`src/rtl/bcd_scan_display.sv`:
```
// Multi-digit BCD up/down counter with prescaler, load and scanned 7-seg output.
// Optional: define LEADING_ZERO_BLANK_EN to blank leading zero digits.
module bcd_scan_display #(
    parameter int DIGITS   = 4,
    parameter int WIDTH    = 8,
    parameter int CNT_DIV  = 50,
    parameter int SCAN_DIV = 16
) (
    input  logic                  clk,
    input  logic                  rst,
    input  logic                  en,
    input  logic                  up,
    input  logic                  load,
    input  logic [4*DIGITS-1:0]   load_val,
    output logic [4*DIGITS-1:0]   out,
    output logic                  wrap,
    output logic [DIGITS-1:0]     dig_sel,
    output logic [WIDTH-1:0]      seg7
);

    localparam int PW = (CNT_DIV > 1) ? $clog2(CNT_DIV) : 1;
    localparam int SW = (SCAN_DIV > 1) ? $clog2(SCAN_DIV) : 1;
    localparam int IW = (DIGITS > 1) ? $clog2(DIGITS) : 1;

    logic [PW-1:0]       pre_q, pre_d;
    logic [SW-1:0]       scan_q, scan_d;
    logic [IW-1:0]       idx_q, idx_d;
    logic [4*DIGITS-1:0] cnt_q, cnt_d;
    logic                wrap_q, wrap_d;
    logic [DIGITS-1:0]   dig_sel_q, dig_sel_d;
    logic [WIDTH-1:0]    seg7_q, seg7_d;

    logic [4*DIGITS-1:0] step, clamped;
    logic                carry, tick;
    logic [3:0]          cur;

    function automatic logic [7:0] decode(input logic [3:0] d);
        case (d)
            4'd0:    decode = 8'h3F;
            4'd1:    decode = 8'h06;
            4'd2:    decode = 8'h5B;
            4'd3:    decode = 8'h4F;
            4'd4:    decode = 8'h66;
            4'd5:    decode = 8'h6D;
            4'd6:    decode = 8'h7D;
            4'd7:    decode = 8'h07;
            4'd8:    decode = 8'h7F;
            4'd9:    decode = 8'h6F;
            default: decode = 8'h00;
        endcase
    endfunction

    // Ripple carry/borrow chain; a carry out of the top digit is the wrap.
    always_comb begin
        logic [3:0] dg;
        step  = cnt_q;
        carry = 1'b1;
        for (int i = 0; i < DIGITS; i++) begin
            dg = cnt_q[4*i +: 4];
            if (carry) begin
                if (up) begin
                    if (dg == 4'd9) dg = 4'd0;
                    else begin dg = dg + 4'd1; carry = 1'b0; end
                end else begin
                    if (dg == 4'd0) dg = 4'd9;
                    else begin dg = dg - 4'd1; carry = 1'b0; end
                end
            end
            step[4*i +: 4] = dg;
        end
    end

    always_comb begin
        clamped = load_val;
        for (int i = 0; i < DIGITS; i++) begin
            if (load_val[4*i +: 4] > 4'd9) clamped[4*i +: 4] = 4'd9;
        end
    end

    assign tick = en && (pre_q == PW'(CNT_DIV - 1));

    always_comb begin
        pre_d  = pre_q;
        cnt_d  = cnt_q;
        wrap_d = 1'b0;
        if (load) begin
            cnt_d = clamped;
            pre_d = '0;
        end else if (tick) begin
            cnt_d  = step;
            pre_d  = '0;
            wrap_d = carry;
        end else if (en) begin
            pre_d = pre_q + 1'b1;
        end
    end

    always_comb begin
        scan_d = scan_q + 1'b1;
        idx_d  = idx_q;
        if (scan_q == SW'(SCAN_DIV - 1)) begin
            scan_d = '0;
            idx_d  = (idx_q == IW'(DIGITS - 1)) ? '0 : idx_q + 1'b1;
        end
    end

    assign cur = cnt_q[4*int'(idx_q) +: 4];

`ifdef LEADING_ZERO_BLANK_EN
    logic [DIGITS-1:0] shown;
    always_comb begin
        logic nz;
        nz    = 1'b0;
        shown = '0;
        for (int i = DIGITS - 1; i >= 0; i--) begin
            nz       = nz | (|cnt_q[4*i +: 4]);
            shown[i] = nz || (i == 0);
        end
    end
`endif

    always_comb begin
        dig_sel_d        = '0;
        dig_sel_d[idx_q] = 1'b1;
        seg7_d           = decode(cur);
`ifdef LEADING_ZERO_BLANK_EN
        if (!shown[idx_q]) seg7_d = '0;
`endif
    end

    always_ff @(posedge clk) begin
        if (!rst) begin
            pre_q     <= '0;
            scan_q    <= '0;
            idx_q     <= '0;
            cnt_q     <= '0;
            wrap_q    <= 1'b0;
            dig_sel_q <= '0;
            seg7_q    <= '0;
        end else begin
            pre_q     <= pre_d;
            scan_q    <= scan_d;
            idx_q     <= idx_d;
            cnt_q     <= cnt_d;
            wrap_q    <= wrap_d;
            dig_sel_q <= dig_sel_d;
            seg7_q    <= seg7_d;
        end
    end

    assign out     = cnt_q;
    assign wrap    = wrap_q;
    assign dig_sel = dig_sel_q;
    assign seg7    = seg7_q;

endmodule
```
`config.mk`:
```
export PLATFORM = sky130hd
export DESIGN_NAME = bcd_scan_display
export DESIGN_NICKNAME = d
export VERILOG_FILES = /design/src/rtl/bcd_scan_display.sv
export SDC_FILE = /design/constraint.sdc
export NUM_CORES = 1
export LEC_CHECK = 0
export ABC_AREA = 1
export CAP_MARGIN = 20
export CORE_ASPECT_RATIO = 1.25
export CORE_UTILIZATION = 53
export DETAILED_ROUTE_END_ITERATION = 16
export HOLD_SLACK_MARGIN = 0.02
export PLACE_DENSITY = 0.81
export SLEW_MARGIN = 25
export SYNTH_ARGS = -nofsm -noshare
export SYNTH_HDL_FRONTEND = slang
export SYNTH_SLANG_ARGS = --single-unit
```
`constraint.sdc`:
```
create_clock -name clk -period 2.45 [get_ports clk]
set_input_delay 0.49 -clock clk [delete_from_list [all_inputs] [get_ports clk]]
set_output_delay 0.49 -clock clk [all_outputs]
set_load 0.02 [all_outputs]
```
==> summary.md <==
| Metric | Value |
|---|---|
| Status | `finished clean` |
| Number of diodes | `0` |
| Clock Latency Late Sink | `0.29 ns` |
| Clock slew at reported path FFs | `0.08 ns` |
| Hold_ws | `0.456 ns` |
| Final Util | `69.9%` |
| Post-synthesis mux area share | `0%` |
| Overflow after GRT | `0` |
| R2R Setup Slk | `0.41 ns` |
| Core box area | `4800 sq um` |
| Dpl hpwl | `4.88 mm` |
| Worst-path fanout max | `17` |
| Min cycle time layout | `2.04 ns` |
| H-Tree Depth | `2` |
| Yosys cell types | `39` |
| Post-CTS setup buffers | `0` |
| Post-Synth Simple-Gate Area | `about 36%` |
| Hold depth | `1` |
| Synth Flop Type | `dfxtp_1` |
| Slowest CP cell | `dfxtp_1` |
| Die area | `approximately 5300 sq um` |
| Die height | `81.4 um` |
| Number of CTS-inserted buffers | `5` |
| Synth Area in Adders | `a little over 6%` |
| Initial antenna violation count | `0` |
| WP data required | `2.63 ns` |
| First-pass GRT wire length | `10.8 mm` |
| Largest net degree at the start of global routing | `18` |
| Global Route Usage Sum | `roughly a quarter` |
| PortBufs | `48` |
| Detailed Route Iter0 Violations | `149` |
| Final-report setup violation count | `0` |
| Lkg Pwr | `1.56 nW` |
| Routed wire length | `approximately 6.3 mm` |
| Critical Path End Type | `register` |
| RSZ-0062 raised after global routing | `false` |
| Arr. time, crit path | `around 2.2 ns` |
| WL per Instance | `12.0 um` |
| Layout overhead on the synthesized area | `25.6%` |
| Syn avg cell area | `6.50 sq um` |
| Worst slew pin tran | `roughly 0.56 ns` |
| Cell area after layout | `3360 sq um` |
| Combinational family with the most area after synthesis | `simple AND/OR/NAND/NOR gates` |
| Antenna viol nets, final | `0` |
| Vias in the first global route | `2509` |
| Critical path type | `register to register` |
| Most numerous cell in the Yosys netlist | `nand2_1` |
| Post-Synthesis Cells | `411` |
| WP buf/inv | `2` |
| Worst hold path class | `register to register` |
| Max cap viols | `0` |
| CTS tree | `yes` |
| Most common cell on crit path | `inv_1` |
| Placed Area | `3230 sq um` |
| DR pass1 iterations | `4` |
| Die Span X | `between 60 and 70 um` |
| Crit path launch type | `register` |
| Residual DRC count | `0` |
| Period Utilization, post-route | `a little over four fifths` |
| Number of placement rows | `28` |
| Max Clk Rate | `approximately 490 MHz` |
| Worst path top cell family by delay | `flip-flops` |
| Flops & latches, synth | `40` |
| CTS sink cnt | `40` |
| Post_cts resized | `0` |
| Final setup TNS | `0 ns` |
| Register area share after synthesis | `30.0%` |
| Ranking of synthesized cells by area | `dfxtp_1, nand2_1, nor2_1` |
| Synthesized Nets | `445` |
| Via count | `2780` |
| Max IR drop VDD | `0.285 mV` |
| Worst relative slew slack | `62.3%` |
| Routability-driven placement congestion ratio | `0.862` |
| Count of final hold-check violations | `0` |
| Synth top area share | `30.0%` |
| Top post-synthesis cells by count | `nand2_1, nor2_1, dfxtp_1` |
| Slew Limit Fails | `0` |
| Power density cells | `slightly above 500 nW/um^2` |
| I/O Pins | `50` |
| Ys async rst share | `0%` |
| Worst R2R Path Depth | `8` |
| CP cell instances | `nand2_1 -> a32oi_1 -> inv_1 -> ha_1 -> inv_1 -> nor2_1 -> o21ai_0 -> a21oi_1` |
| Synth Warn # | `0` |
| Stages on the worst setup path | `8` |
| Netlist Area Pre-Place | `2670 sq um` |
| Hold-fix buffers, CTS | `0` |
| Starting Density | `55.7%` |
| Clock Root Buffer | `clkbuf_8` |
| Deepest clock path buffer count | `2` |
| Area leader, netlist | `dfxtp_1` |
| Post-synthesis xor/xnor area fraction | `2.29%` |
| Compound-Gate Fraction of Synth Area | `16.7%` |
| Worst clock skew | `0.00368 ns` |
| Share of cells above drive strength 1 | `10.8%` |
| Number of flops mapped to enable cells by yosys | `0` |
| Max incr delay on CP | `0.68 ns` |
| Vias per cell | `5.31` |
| Number of nets in the layout | `approximately 500` |
==> through the flow <==
stage          worst slack [ns]  instances  total power (W)
4_1_cts                   0.410        524          0.00175
3_5_place_dp              0.353        516          0.00119
2_1_floorplan             0.609        411          0.00102
6_report                  0.409        524          0.00174
5_1_grt                   0.146        524          0.00184
3_3_place_gp              0.409        516          0.00118
==> worst reg2reg max path, stage by stage, from the launching register on <==
cell and delay (ns):
dfxtp_1 0.68, nand2_1 0.11, a32oi_1 0.34, inv_1 0.15, ha_1 0.31, inv_1 0.07
nor2_1 0.04, o21ai_0 0.15, a21oi_1 0.08
==> state kept, by name, summed over array words and instances (netlist names) <==
name,cells
out,16
pre_q,6
dig_sel,4
seg7,7
wrap,1
scan_q,4
idx_q,2
==> layer usage <==
metal,vias to the layer above,part of all wire [%],wire length (um),track usage [%]
met3,12,5.1,320,3.23
met5,-,0,0,0
met2,75,53,3300,49.8
li1,1423,-,-,-
met1,1270,41,2550,29.3
met4,0,1.7,107,9.57
==> logic make-up (layout without fill, tap and decap cells) <==
logic type,count (synthesis),count (layout)
AO/OA/AOI/OAI,78,78
buffers and inverters,57,110
AND/OR/NAND/NOR,215,215
flip-flops,40,40
other,1,1
XOR/XNOR,7,7
adder cells (fa/ha/maj),13,13
==> report_power, final <==
part           internal, W  switching, W  total [W]
clock network     0.000333      0.000238   0.000571
registers         0.000688     0.0000445   0.000733
logic             0.000190      0.000250   0.000440
total              0.00121      0.000533    0.00174
==> layout make-up <==
cell class / count / area, sq um
inverters: 45 / 171
clock buffers: 6 / 82.6
well taps: 60 / 75.1
repair buffers: 57 / 548
fillers: 424 / 1440
multi-input cells: 314 / 1640
flip-flops and latches: 40 / 801
clock inverters: 2 / 38.8
==> cells in the final DEF, fill, tap and decap left out, types with 2 or more instances in the layout <==
master           count
a211oi_1             2
a21oi_1             29
buf_4                9
clkbuf_8             6
clkdlybuf4s50_1     48
dfxtp_1             40
ha_1                13
inv_1               37
inv_2                7
nand2_1            106
nand2_2              6
nand2_4              5
nand3_1             17
nand4_1              3
nor2_1              60
nor2_2               7
nor3_1               4
o211ai_1             5
o21ai_0             26
o21ai_1              3
o21bai_1             6
or2_2                2
xnor2_1              2
xor2_1               5
==> final timing paths <==
| check | start | end |
|---|---|---|
| setup / recovery | idx_q[0] | seg7[3] |
| setup reg to reg | idx_q[0] | seg7[3] |
| hold reg to reg | scan_q[0] | scan_q[0] |
| hold / removal | scan_q[0] | scan_q[0] |
(Power assumes the default switching activity.)
==> RTL change (config.mk and constraints unchanged) <==
Change the parameter `SCAN_DIV` from 16 to 32.
--- a/src/rtl/bcd_scan_display.sv
+++ b/src/rtl/bcd_scan_display.sv
@@ -6,3 +6,3 @@
     parameter int CNT_DIV  = 50,
-    parameter int SCAN_DIV = 16
+    parameter int SCAN_DIV = 32
 ) (
Formal check against the unedited RTL: no difference found for any inputs over 10 cycles, from zero or initial values and one cycle with rst low; that may be too few to reach the edited logic, so the function may still have changed.
==> RTL change against the unedited design <==
Sequential cell count is 1 higher. Area after synthesis rose by 4.3%. Final area grew 2.5%. Combinational power grew 3%. Total power grew 2.8%. Die area increased by 4.1%. Sequential power is 3.1% higher. Via count increased by 4.0%. Core utilization fell by 2.2 points. Worst setup slack got worse by 0.066 ns. Sequential share of layout area barely moved. Routed wire length rose by 4.5%. Critical path type unchanged.
==> RTL change: results (changes against the unedited design) <==
* Switching pwr at 0.0005638 W (was 0.0005326 W)
* Crit-path max FO at 18 (was 17)
* Gate power share at 25.4% (was 25.3%)
* Grt met3 use at 4.121% (was 3.230%)
* Gpl congestion at 0.9052 (was 0.8616)
* WL/cell at 11.88 um (was 11.98 um)
* Syn nets at 475 (was 445)
* DR vias/cell at 5.239 (was 5.305)
* Slew headroom at 62.54% (was 62.30%)
* DRT Pass-1 Iters at 4 (unchanged)
* Top cells by count, synth: 129 x nand2_1, 54 x nor2_1, 41 x dfxtp_1 (was 106 x nand2_1, 60 x nor2_1, 40 x dfxtp_1)
* Synthesized area per cell at 6.333 um^2 (was 6.503 um^2)
* Synth area leaders: dfxtp_1 29%, nand2_1 17%, nor2_1 7.3% (was dfxtp_1 30%, nand2_1 15%, nor2_1 8.4%)
* Placed instance area at 3319 um^2 (was 3234 um^2)
* NumNets Final at 524 (was 497)
* Met3 Routed Length at 406 um (was 320 um)
* Met2 WL at 3132 um (was 3297 um)
* M2 GR Usage at 43.25% (was 49.79%)
* Vias in the first global route at 2,646 (was 2,509)
* Largest net degree at the start of global routing at 27 (was 18)
* First-pass GRT wire length at 11,420 um (was 10,770 um)
* Outcome: complete, no violations (unchanged)
* Final Skew at 0.008943 ns (was 0.003685 ns)
* Post-route setup slack at 0.3428 ns (was 0.4086 ns)
* Initial DRC count at 227 (was 149)
* CP arrival at 2.34 ns (was 2.23 ns)
* Clock Power at 0.000583 W (was 0.000571 W)
* Share of cells above drive strength 1 at 11.02% (was 10.78%)
* Pre-CTS setup slack at 0.3558 ns (was 0.3531 ns)
* Met1 Use GR at 32.93% (was 29.33%)
* Post-synthesis sequential area ratio at 29.46% (was 29.96%)
* HPWL after DPL at 4886 um (was 4881 um)
* Total Routing Usage GR at 25.75% (was 26.21%)
* Worst VDD drop at 472.4 uV (was 285.4 uV)
* Worst Hold Margin at 0.4636 ns (was 0.4562 ns)
* Post-synth cell types at 35 (was 39)
* CTS H-tree depth at 2 (unchanged)
* Met1 Wirelength at 2936 um (was 2552 um)
* WL final at 6558 um (was 6276 um)
-- RTL change: worst paths after layout --
check                           cells past startpoint   endpoint  startpoint
worst min-delay path                                1  scan_q[0]   scan_q[0]
worst min register to register                      1  scan_q[0]   scan_q[0]
worst max register to register                      8    seg7[3]    idx_q[0]
worst max-delay path                                8    seg7[3]    idx_q[0]
-- RTL change: cell type report --
type	count	area, um^2
clock buffer	6	82.58
timing repair buffer	54	525.5
tap	62	77.57
sequential	41	820.8
clock inverter	2	37.54
multi-input combinational	334	1697
fill	475	1640
inverter	53	198.9
-- RTL change: cells by family after synthesis --
group / after synthesis / share of synthesized area (%)
buffers and inverters: 65 / 9.654
other: 1 / 0.1346
xor gates and xnor gates: 2 / 0.6288
and+or+nand+nor: 247 / 40.05
muxes: 1 / 0.3592
AOI/OAI and AO/OA: 69 / 13.43
adders and majority gates: 14 / 6.287
DFF: 41 / 29.46
